[src/rtl/pc_seq_if.sv]
// Control/status bundle of the program-counter sequencer. The master drives the control
// inputs and reads the PC and status; the slave is the sequencer itself.
interface pc_seq_if #(
  parameter int INDEX_WIDTH = 9,
  parameter int CNT_WIDTH   = 8
);
  logic                   en;
  logic                   copy_start;
  logic [CNT_WIDTH-1:0]   copy_len;
  logic                   branch_taken;
  logic                   branch_rel;
  logic [INDEX_WIDTH-1:0] branch_target;
  logic                   halt_req;
  logic                   resume;
  logic [INDEX_WIDTH-1:0] pc;
  logic [INDEX_WIDTH-1:0] pc_next;
  logic                   copying;
  logic                   halted;
  logic                   copy_done;
  logic                   wrap;
  logic [1:0]             state_dbg;

  modport master (
    output en, copy_start, copy_len, branch_taken, branch_rel, branch_target, halt_req, resume,
    input  pc, pc_next, copying, halted, copy_done, wrap, state_dbg
  );

  modport slave (
    input  en, copy_start, copy_len, branch_taken, branch_rel, branch_target, halt_req, resume,
    output pc, pc_next, copying, halted, copy_done, wrap, state_dbg
  );
endinterface

[src/rtl/pc_sequencer.sv]
// Registered program counter with sequential step, absolute/relative branch,
// counted memory-copy stall and halt/resume. state_dbg exposes the FSM state.
module pc_sequencer #(
  parameter int INDEX_WIDTH  = 9,
  parameter int STEP         = 4,
  parameter int RESET_VECTOR = 0,
  parameter int CNT_WIDTH    = 8
) (
  input logic    clk,
  input logic    reset,
  pc_seq_if.slave bus
);
  typedef enum logic [1:0] {
    S_RUN  = 2'd0,
    S_COPY = 2'd1,
    S_HALT = 2'd2
  } state_t;

  localparam logic [INDEX_WIDTH:0]   STEP_EXT = (INDEX_WIDTH+1)'(STEP);
  localparam logic [INDEX_WIDTH-1:0] RST_PC   = INDEX_WIDTH'(RESET_VECTOR);
  localparam logic [CNT_WIDTH-1:0]   CNT_ONE  = CNT_WIDTH'(1);

  state_t                 state_q;
  logic [INDEX_WIDTH-1:0] pc_q;
  logic [CNT_WIDTH-1:0]   cnt_q;
  logic                   halt_pend_q;
  logic                   copy_done_q;
  logic                   wrap_q;

  logic [INDEX_WIDTH:0]   seq_sum;
  logic [INDEX_WIDTH-1:0] branch_pc;
  logic [INDEX_WIDTH-1:0] pc_d;
  logic                   seq_step;
  logic                   copy_go;
  logic                   copy_last;

  // Extra top bit of seq_sum is the carry that drives the wrap pulse.
  assign seq_sum   = {1'b0, pc_q} + STEP_EXT;
  assign branch_pc = bus.branch_rel ? (pc_q + bus.branch_target) : bus.branch_target;
  assign copy_go   = bus.copy_start && (bus.copy_len != '0);
  assign copy_last = (cnt_q == CNT_ONE);

  always_comb begin
    pc_d     = pc_q;
    seq_step = 1'b0;
    case (state_q)
      S_RUN: begin
        if (bus.halt_req || copy_go) begin
          pc_d = pc_q;
        end else if (bus.branch_taken) begin
          pc_d = branch_pc;
        end else begin
          seq_step = 1'b1;
        end
      end
      S_COPY:  seq_step = copy_last;
      default: seq_step = 1'b0;
    endcase
    if (seq_step) pc_d = seq_sum[INDEX_WIDTH-1:0];
  end

  always_ff @(posedge clk) begin
    if (reset) begin
      state_q     <= S_RUN;
      pc_q        <= RST_PC;
      cnt_q       <= '0;
      halt_pend_q <= 1'b0;
      copy_done_q <= 1'b0;
      wrap_q      <= 1'b0;
    end else if (!bus.en) begin
      copy_done_q <= 1'b0;
      wrap_q      <= 1'b0;
    end else begin
      pc_q        <= pc_d;
      wrap_q      <= seq_step & seq_sum[INDEX_WIDTH];
      copy_done_q <= 1'b0;
      case (state_q)
        S_RUN: begin
          if (bus.halt_req) begin
            state_q <= S_HALT;
          end else if (copy_go) begin
            state_q <= S_COPY;
            cnt_q   <= bus.copy_len;
          end
        end
        S_COPY: begin
          if (copy_last) begin
            // A halt requested at any point during the copy takes effect on exit.
            state_q     <= (halt_pend_q || bus.halt_req) ? S_HALT : S_RUN;
            cnt_q       <= '0;
            halt_pend_q <= 1'b0;
            copy_done_q <= 1'b1;
          end else begin
            cnt_q <= cnt_q - CNT_ONE;
            if (bus.halt_req) halt_pend_q <= 1'b1;
          end
        end
        S_HALT: begin
          if (bus.resume) state_q <= S_RUN;
        end
        default: state_q <= S_RUN;
      endcase
    end
  end

  assign bus.pc        = pc_q;
  assign bus.pc_next   = bus.en ? pc_d : pc_q;
  assign bus.copying   = (state_q == S_COPY);
  assign bus.halted    = (state_q == S_HALT);
  assign bus.copy_done = copy_done_q & bus.en;
  assign bus.wrap      = wrap_q & bus.en;
  assign bus.state_dbg = state_q;
endmodule

[src/flat_wrapper.sv]
// flat-port wrapper written by rule: the top's interface ports become plain ports
module pc_sequencer_flat 
#(
  parameter int INDEX_WIDTH  = 9,
  parameter int STEP         = 4,
  parameter int RESET_VECTOR = 0,
  parameter int CNT_WIDTH    = 8
)
  (clk, reset, bus_en, bus_copy_start, bus_copy_len, bus_branch_taken, bus_branch_rel, bus_branch_target, bus_halt_req, bus_resume, bus_pc, bus_pc_next, bus_copying, bus_halted, bus_copy_done, bus_wrap, bus_state_dbg);
  pc_seq_if #(.INDEX_WIDTH(INDEX_WIDTH), .CNT_WIDTH(CNT_WIDTH)) bus_i ();
  input logic clk;
  input logic reset;
  input wire logic [$bits(bus_i.en)-1:0] bus_en;
  input wire logic [$bits(bus_i.copy_start)-1:0] bus_copy_start;
  input wire logic [$bits(bus_i.copy_len)-1:0] bus_copy_len;
  input wire logic [$bits(bus_i.branch_taken)-1:0] bus_branch_taken;
  input wire logic [$bits(bus_i.branch_rel)-1:0] bus_branch_rel;
  input wire logic [$bits(bus_i.branch_target)-1:0] bus_branch_target;
  input wire logic [$bits(bus_i.halt_req)-1:0] bus_halt_req;
  input wire logic [$bits(bus_i.resume)-1:0] bus_resume;
  output wire logic [$bits(bus_i.pc)-1:0] bus_pc;
  output wire logic [$bits(bus_i.pc_next)-1:0] bus_pc_next;
  output wire logic [$bits(bus_i.copying)-1:0] bus_copying;
  output wire logic [$bits(bus_i.halted)-1:0] bus_halted;
  output wire logic [$bits(bus_i.copy_done)-1:0] bus_copy_done;
  output wire logic [$bits(bus_i.wrap)-1:0] bus_wrap;
  output wire logic [$bits(bus_i.state_dbg)-1:0] bus_state_dbg;
  assign bus_i.en = bus_en;
  assign bus_i.copy_start = bus_copy_start;
  assign bus_i.copy_len = bus_copy_len;
  assign bus_i.branch_taken = bus_branch_taken;
  assign bus_i.branch_rel = bus_branch_rel;
  assign bus_i.branch_target = bus_branch_target;
  assign bus_i.halt_req = bus_halt_req;
  assign bus_i.resume = bus_resume;
  assign bus_pc = bus_i.pc;
  assign bus_pc_next = bus_i.pc_next;
  assign bus_copying = bus_i.copying;
  assign bus_halted = bus_i.halted;
  assign bus_copy_done = bus_i.copy_done;
  assign bus_wrap = bus_i.wrap;
  assign bus_state_dbg = bus_i.state_dbg;
  pc_sequencer #(.INDEX_WIDTH(INDEX_WIDTH), .STEP(STEP), .RESET_VECTOR(RESET_VECTOR), .CNT_WIDTH(CNT_WIDTH)) u_core (.clk(clk), .reset(reset), .bus(bus_i));
endmodule
[config.mk]
export PLATFORM = sky130hd
export DESIGN_NAME = pc_sequencer_flat
export DESIGN_NICKNAME = d
export VERILOG_FILES = /design/src/rtl/pc_seq_if.sv /design/src/rtl/pc_sequencer.sv /design/src/flat_wrapper.sv
export SDC_FILE = /design/constraint.sdc
export NUM_CORES = 1
export LEC_CHECK = 0
export CORE_ASPECT_RATIO = 1.2
export CORE_UTILIZATION = 44
export DETAILED_ROUTE_END_ITERATION = 8
export MAX_ROUTING_LAYER = met4
export PLACE_DENSITY = 0.76
export SYNTH_ARGS = -nofsm -noshare
export SYNTH_HDL_FRONTEND = slang
export SYNTH_SLANG_ARGS = --single-unit
[constraint.sdc]
create_clock -name clk -period 2.2 [get_ports clk]
set_input_delay 0.33 -clock clk [delete_from_list [all_inputs] [get_ports clk]]
set_output_delay 0.33 -clock clk [all_outputs]
set_load 0.005 [all_outputs]
* Word level (Yosys, flattened, before mapping) *
Index checks and enable logic that the tools add are counted.

operators by class
  equality and inequality tests = 8
  add/subtract/negate cells = 3
  muxes and demuxes = 22
  bitwise gates (word level) = 5
  reduce and logical (&&, ||, !) cells = 12

operators by type and width
  cell                                                                 number
  9-bit two-way mux                                                    6
  8-bit two-way mux                                                    3
  8-bit one-hot mux with 2 select lines                                1
  9-bit by 3-bit adder with 10-bit output (second input constant)      1
  2-bit two-way mux                                                    5
  9-bit adder                                                          1
  8-bit by 1-bit == test with 1-bit output (second input constant)     1
  4-bit AND reduction                                                  2
  8-bit nonzero test                                                   1
  8-bit by 1-bit subtractor with 8-bit output (second input constant)  1
  2-bit one-hot mux with 3 select lines                                1
  1-bit two-way mux                                                    5
  2-bit by 1-bit != test with 1-bit output (second input constant)     2
  2-bit != test (second input constant)                                2
  2-bit nonzero test                                                   2
  1-bit bitwise AND                                                    3
  3-bit by 2-bit != test with 1-bit output (second input constant)     1
  3-bit AND reduction                                                  1
  3-bit OR reduction                                                   1
  2-bit by 1-bit == test with 1-bit output (second input constant)     1
  2-bit == test (second input constant)                                1
  2-bit zero test                                                      1
  1-bit logical OR                                                     2
  1-bit NOT                                                            2
  other kinds (3)                                                      3

storage, ports and cells
  output and inout bits = 24
  logic and storage cells = 56
  input port bits = 25
  flip-flop bits (word level) = 22

* Longest topological paths before layout *
  depth after elaboration = 7
  depth in mapped cells = 9
  depth with buffers taken out = 9

* Least setup slack after synthesis *
OpenSTA, ideal clock, no wires.

  path kind = flip-flop to output port
  start = register u_core.pc_q[0] (netlist: u_core.bus.pc[0])
  end = output port bus_pc_next[8]
  arrival time = 2.074 ns
  setup slack = -0.204 ns
  stages on the path, launching flop included = 10
  buffers on the path = 0
  cell sequence = dfxtp_1 ha_1 inv_1 fa_1 nor2b_1 o311ai_0 a31oi_1 mux2i_1 mux2i_1 a211oi_1

between the ends
  longest elaborated chain between the ends = 7
  elaborated cells between the ends (all ways) = 8
  those cells by class = add/sub (2); mux (6)

RTL lines
  element                 RTL line            RTL
  from (decl)             pc_sequencer.sv:24  logic [INDEX_WIDTH-1:0] pc_q;
  from (signal assigned)  pc_sequencer.sv:74  pc_q <= pc_d;
  9-bit adder             pc_sequencer.sv:39  assign branch_pc = bus.branch_rel ? (pc_q + bus.branch_target) : bus.branch_target;
  9-bit two-way mux       pc_sequencer.sv:39
  9-bit two-way mux       pc_sequencer.sv:50  end else if (bus.branch_taken) begin
  9-bit two-way mux       pc_sequencer.sv:48  if (bus.halt_req || copy_go) begin
  9-bit two-way mux       pc_sequencer.sv:46  case (state_q)
  9-bit two-way mux *     pc_sequencer.sv:59  if (seq_step) pc_d = seq_sum[INDEX_WIDTH-1:0];
  9-bit two-way mux *     --
  to (decl)               flat_wrapper.sv:22  output wire logic [$bits(bus_i.pc_next)-1:0] bus_pc_next;

Every way passes the cells marked *; elsewhere a longest branch is shown, timed or not.

* Worst setup path after layout *
Ends and elaborated chain as after synthesis.

==> flow_summary.toml <==
[run_status]
status = "finished, violations left"
violations = "setup timing"

[power]
power_frac_seq_pct = 32.8
peakVddDrop_mv = 0.278
comb_power_share_pct = 45.9
netSwitchingFraction_pct = 35.8
switching_power_w = 0.000473
internal_power_w = 0.000848
pwr-share-clk_pct = 21.3
powerDensity_mw_per_mm2 = 367
total_leakage_power_nw = 1.58

[synthesis]
netlist_area_mm2 = 0.00189
async_flop_share_pct = 0
synthCells = 244
synth_edf_count = 0
synth-compound-area-share_pct = 31.1
synthXorXnorAreaFrac_pct = 1.39
yosys_most_used_dff = "dfxtp_1"
avgSynthCellArea_um2 = 7.73
yosys-mux-area-fraction_pct = 2.72
synthSimpleGateAreaFrac_pct = 28.6
yosysSeqAreaShare_pct = 23.4
synth.distinct_cells = 60
ys_ff_latch = 22
synth_nets = 281
synth-adder-area-share_pct = 8.36
synth_top_family_by_area = "compound AO/OA/AOI/OAI gates"
yosysWarnings = 0

[clock_tree]
cts_buffer_depth = 2
path_clk_slew_ns = 0.09
clkSinkCount = 22
hold_buffers = 0
clock_latency_ns = 0.28
htreeDepth = 1
clockRootBuffer = "clkbuf_8"
numCtsBuffers = 3
tritoncts = "done"

[timing]
worstMarginPinSlew_ns = 0.670
fmax_ghz = 0.350
fin_setup_tns_ns = -4.41
hold_viol = 0
timing.final.crit_period_ns = 2.86
maxSlewViolCount = 0
clock_skew_ns = 0.00592
setup_violations = 13
holdWs_ns = 0.522
max_slew_margin_pct = 55.1
final.period_utilization_pct = 130
fin_ws_ns = -0.661
rsz0062_at_grt = "true"

[floorplan]
dieArea_mm2 = 0.00455
die_h_um = 73.7
fp-row-count = 25
boundaryPins = 49
initial_core_util_pct = 46.7
core_area_mm2 = 0.00404
die_x_um = 61.8

[grt]
grt_pass1_vias = 2682
grt_start_max_net_pins = 17
overflow = 0
antenna_found_initial = 0
gr-usage-all-layers_pct = 38.8
grt_pass1_wl_um = 12400

[drt]
route.detailed.drc = 0
wl_um = 9690
ant_nets = 0
wl_per_cell_um = 22.0
drtPass1Iterations = 5
num_vias = 2863
via_per_inst = 6.49
drtIter0Drc = 325

[cells_and_area]
layout_common_cells = "buf_4 (84), clkdlybuf4s50_1 (22), nor2_1 (20)"
nets = 426
drive_gt1_share_pct = 47.8
postLayoutCellArea_mm2 = 0.00360
area_growth_pct = 90.9
fin_cells = 441
diodes = 0
final_common_cell = "buf_4"

[setup_path]
r2r_end = "u_core.bus.pc[6]"
reg2reg_slack_ns = -0.33
required_ns = 1.87
r2r_cells = 14
startpoint = "u_core.bus.pc[0]"
critical_path.endpoint_type = "output pin"
critPathKind = "reg -> out"
worstPathArrival_ns = 2.53
r2r-start = "u_core.bus.pc[0]"
cp_max_fo = 2
endpoint = "bus_pc_next[8]"
cp-start-kind = "flip-flop"

[placement]
port_buffers = 48
place_area_mm2 = 0.00302
gp_congestion = 0.965
place_inst = 417
dp_hpwl_um = 4760
dp_slack_ns = -1.16

[hold_path]
hold_class = "in -> reg"

[run]
max-cap-violations = 0
-- worst min path at each step --
stage                       start                  to  slack [ns]  cells after the start
2_1_floorplan     u_core.cnt_q[1]     u_core.cnt_q[1]        0.44                      2
3_3_place_gp   u_core.halt_pend_q  u_core.halt_pend_q        0.51                      2
3_5_place_dp   u_core.halt_pend_q  u_core.halt_pend_q        0.53                      2
4_1_cts           bus_copy_len[6]     u_core.cnt_q[6]        0.49                      4
5_1_grt           bus_copy_len[6]     u_core.cnt_q[6]        0.57                      4
6_report          bus_copy_len[6]     u_core.cnt_q[6]        0.52                      4
-- metrics by stage --
stage / total power, W / util (%)
3_3_place_gp: 0.000866 / 74.7
2_1_floorplan: 0.000638 / -
4_1_cts: 0.00122 / 85.1
3_5_place_dp: 0.000880 / 74.7
5_1_grt: 0.00136 / 89.2
6_report: 0.00132 / 89.2
-- cell usage after synthesis (2+ instances only) --
cell	n	share of area [%]
a221oi_1	3	1.4
dfxtp_1	22	23
a22oi_1	2	0.80
o21a_1	2	0.80
ha_1	11	7.3
a31oi_1	7	2.3
nand2_1	17	3.4
clkbuf_1	6	1.2
nor2b_1	9	3.0
a21oi_1	16	4.2
or2_2	2	0.66
or3_1	3	1.0
a211oi_1	10	4.0
nand3b_1	2	0.80
and3_1	3	1.0
o21ai_0	13	3.5
nor2_1	23	4.6
a32oi_1	2	0.93
o211ai_1	2	0.80
xnor2_1	2	0.93
o31ai_1	2	0.80
nor3_1	8	2.1
o32ai_1	3	1.4
nand3_1	9	2.4
and2_1	9	3.0
nand2b_1	7	2.3
mux2i_1	4	2.1
a2111oi_2	2	1.6
nor4_1	2	0.66
inv_1	10	2.0
a21o_1	2	0.80
-- layout make-up --
cell class / instances / area [um^2]
clock buffers: 3 / 41.3
well taps: 54 / 67.6
inverters: 11 / 41.3
flip-flops and latches: 22 / 447
fillers: 193 / 435
repair buffers: 149 / 1240
multi-input cells: 202 / 1770
-- state kept, by name (all words and copies together), names as in the netlist --
signal / cells
u_core.halt_pend_q: 1
u_core.wrap_q: 1
u_core.cnt_q: 8
u_core.bus.pc: 9
u_core.bus.state_dbg: 2
u_core.copy_done_q: 1
-- power by group through the flow --
stage,Clock [W],Combinational [W],Sequential [W]
3_5_place_dp,0,0.000445,0.000435
4_1_cts,0.000268,0.000519,0.000429
3_3_place_gp,0,0.000432,0.000434
6_report,0.000281,0.000607,0.000433
5_1_grt,0.000285,0.000645,0.000434
2_1_floorplan,0,0.000199,0.000439
-- kinds of logic after synthesis --
| group | count (synthesis) |
|---|---|
| muxes | 5 |
| AOI/OAI and AO/OA | 81 |
| xor gates and xnor gates | 3 |
| DFF | 22 |
| and+or+nand+nor | 101 |
| adders and majority gates | 12 |
| buffers and inverters | 20 |
-- what timing repair did --
action	CTS	global route
pin swaps	39	21
endpoints found under the setup margin	16	12
resized for setup	136	35
buffers inserted	20	6
-- worst max-delay path: stages, from the launching register on --
cell and delay (ns):
dfxtp_2 0.36, ha_4 0.14, inv_2 0.06, fa_2 0.43, nor2b_4 0.17, o311ai_4 0.14
a31oi_2 0.23, mux2i_1 0.24, mux2i_1 0.28, a211oi_2 0.06, buf_2 0.14
-- metal layers --
layer | global-route usage [%] | vias up | routed length (um)
met5 | - | - | 0
met4 | 26.7 | 0 | 601
met3 | 6.87 | 71 | 925
met2 | 64.3 | 221 | 4800
met1 | 40.8 | 1356 | 3370
li1 | - | 1215 | -
(Power assumes the default switching activity.)
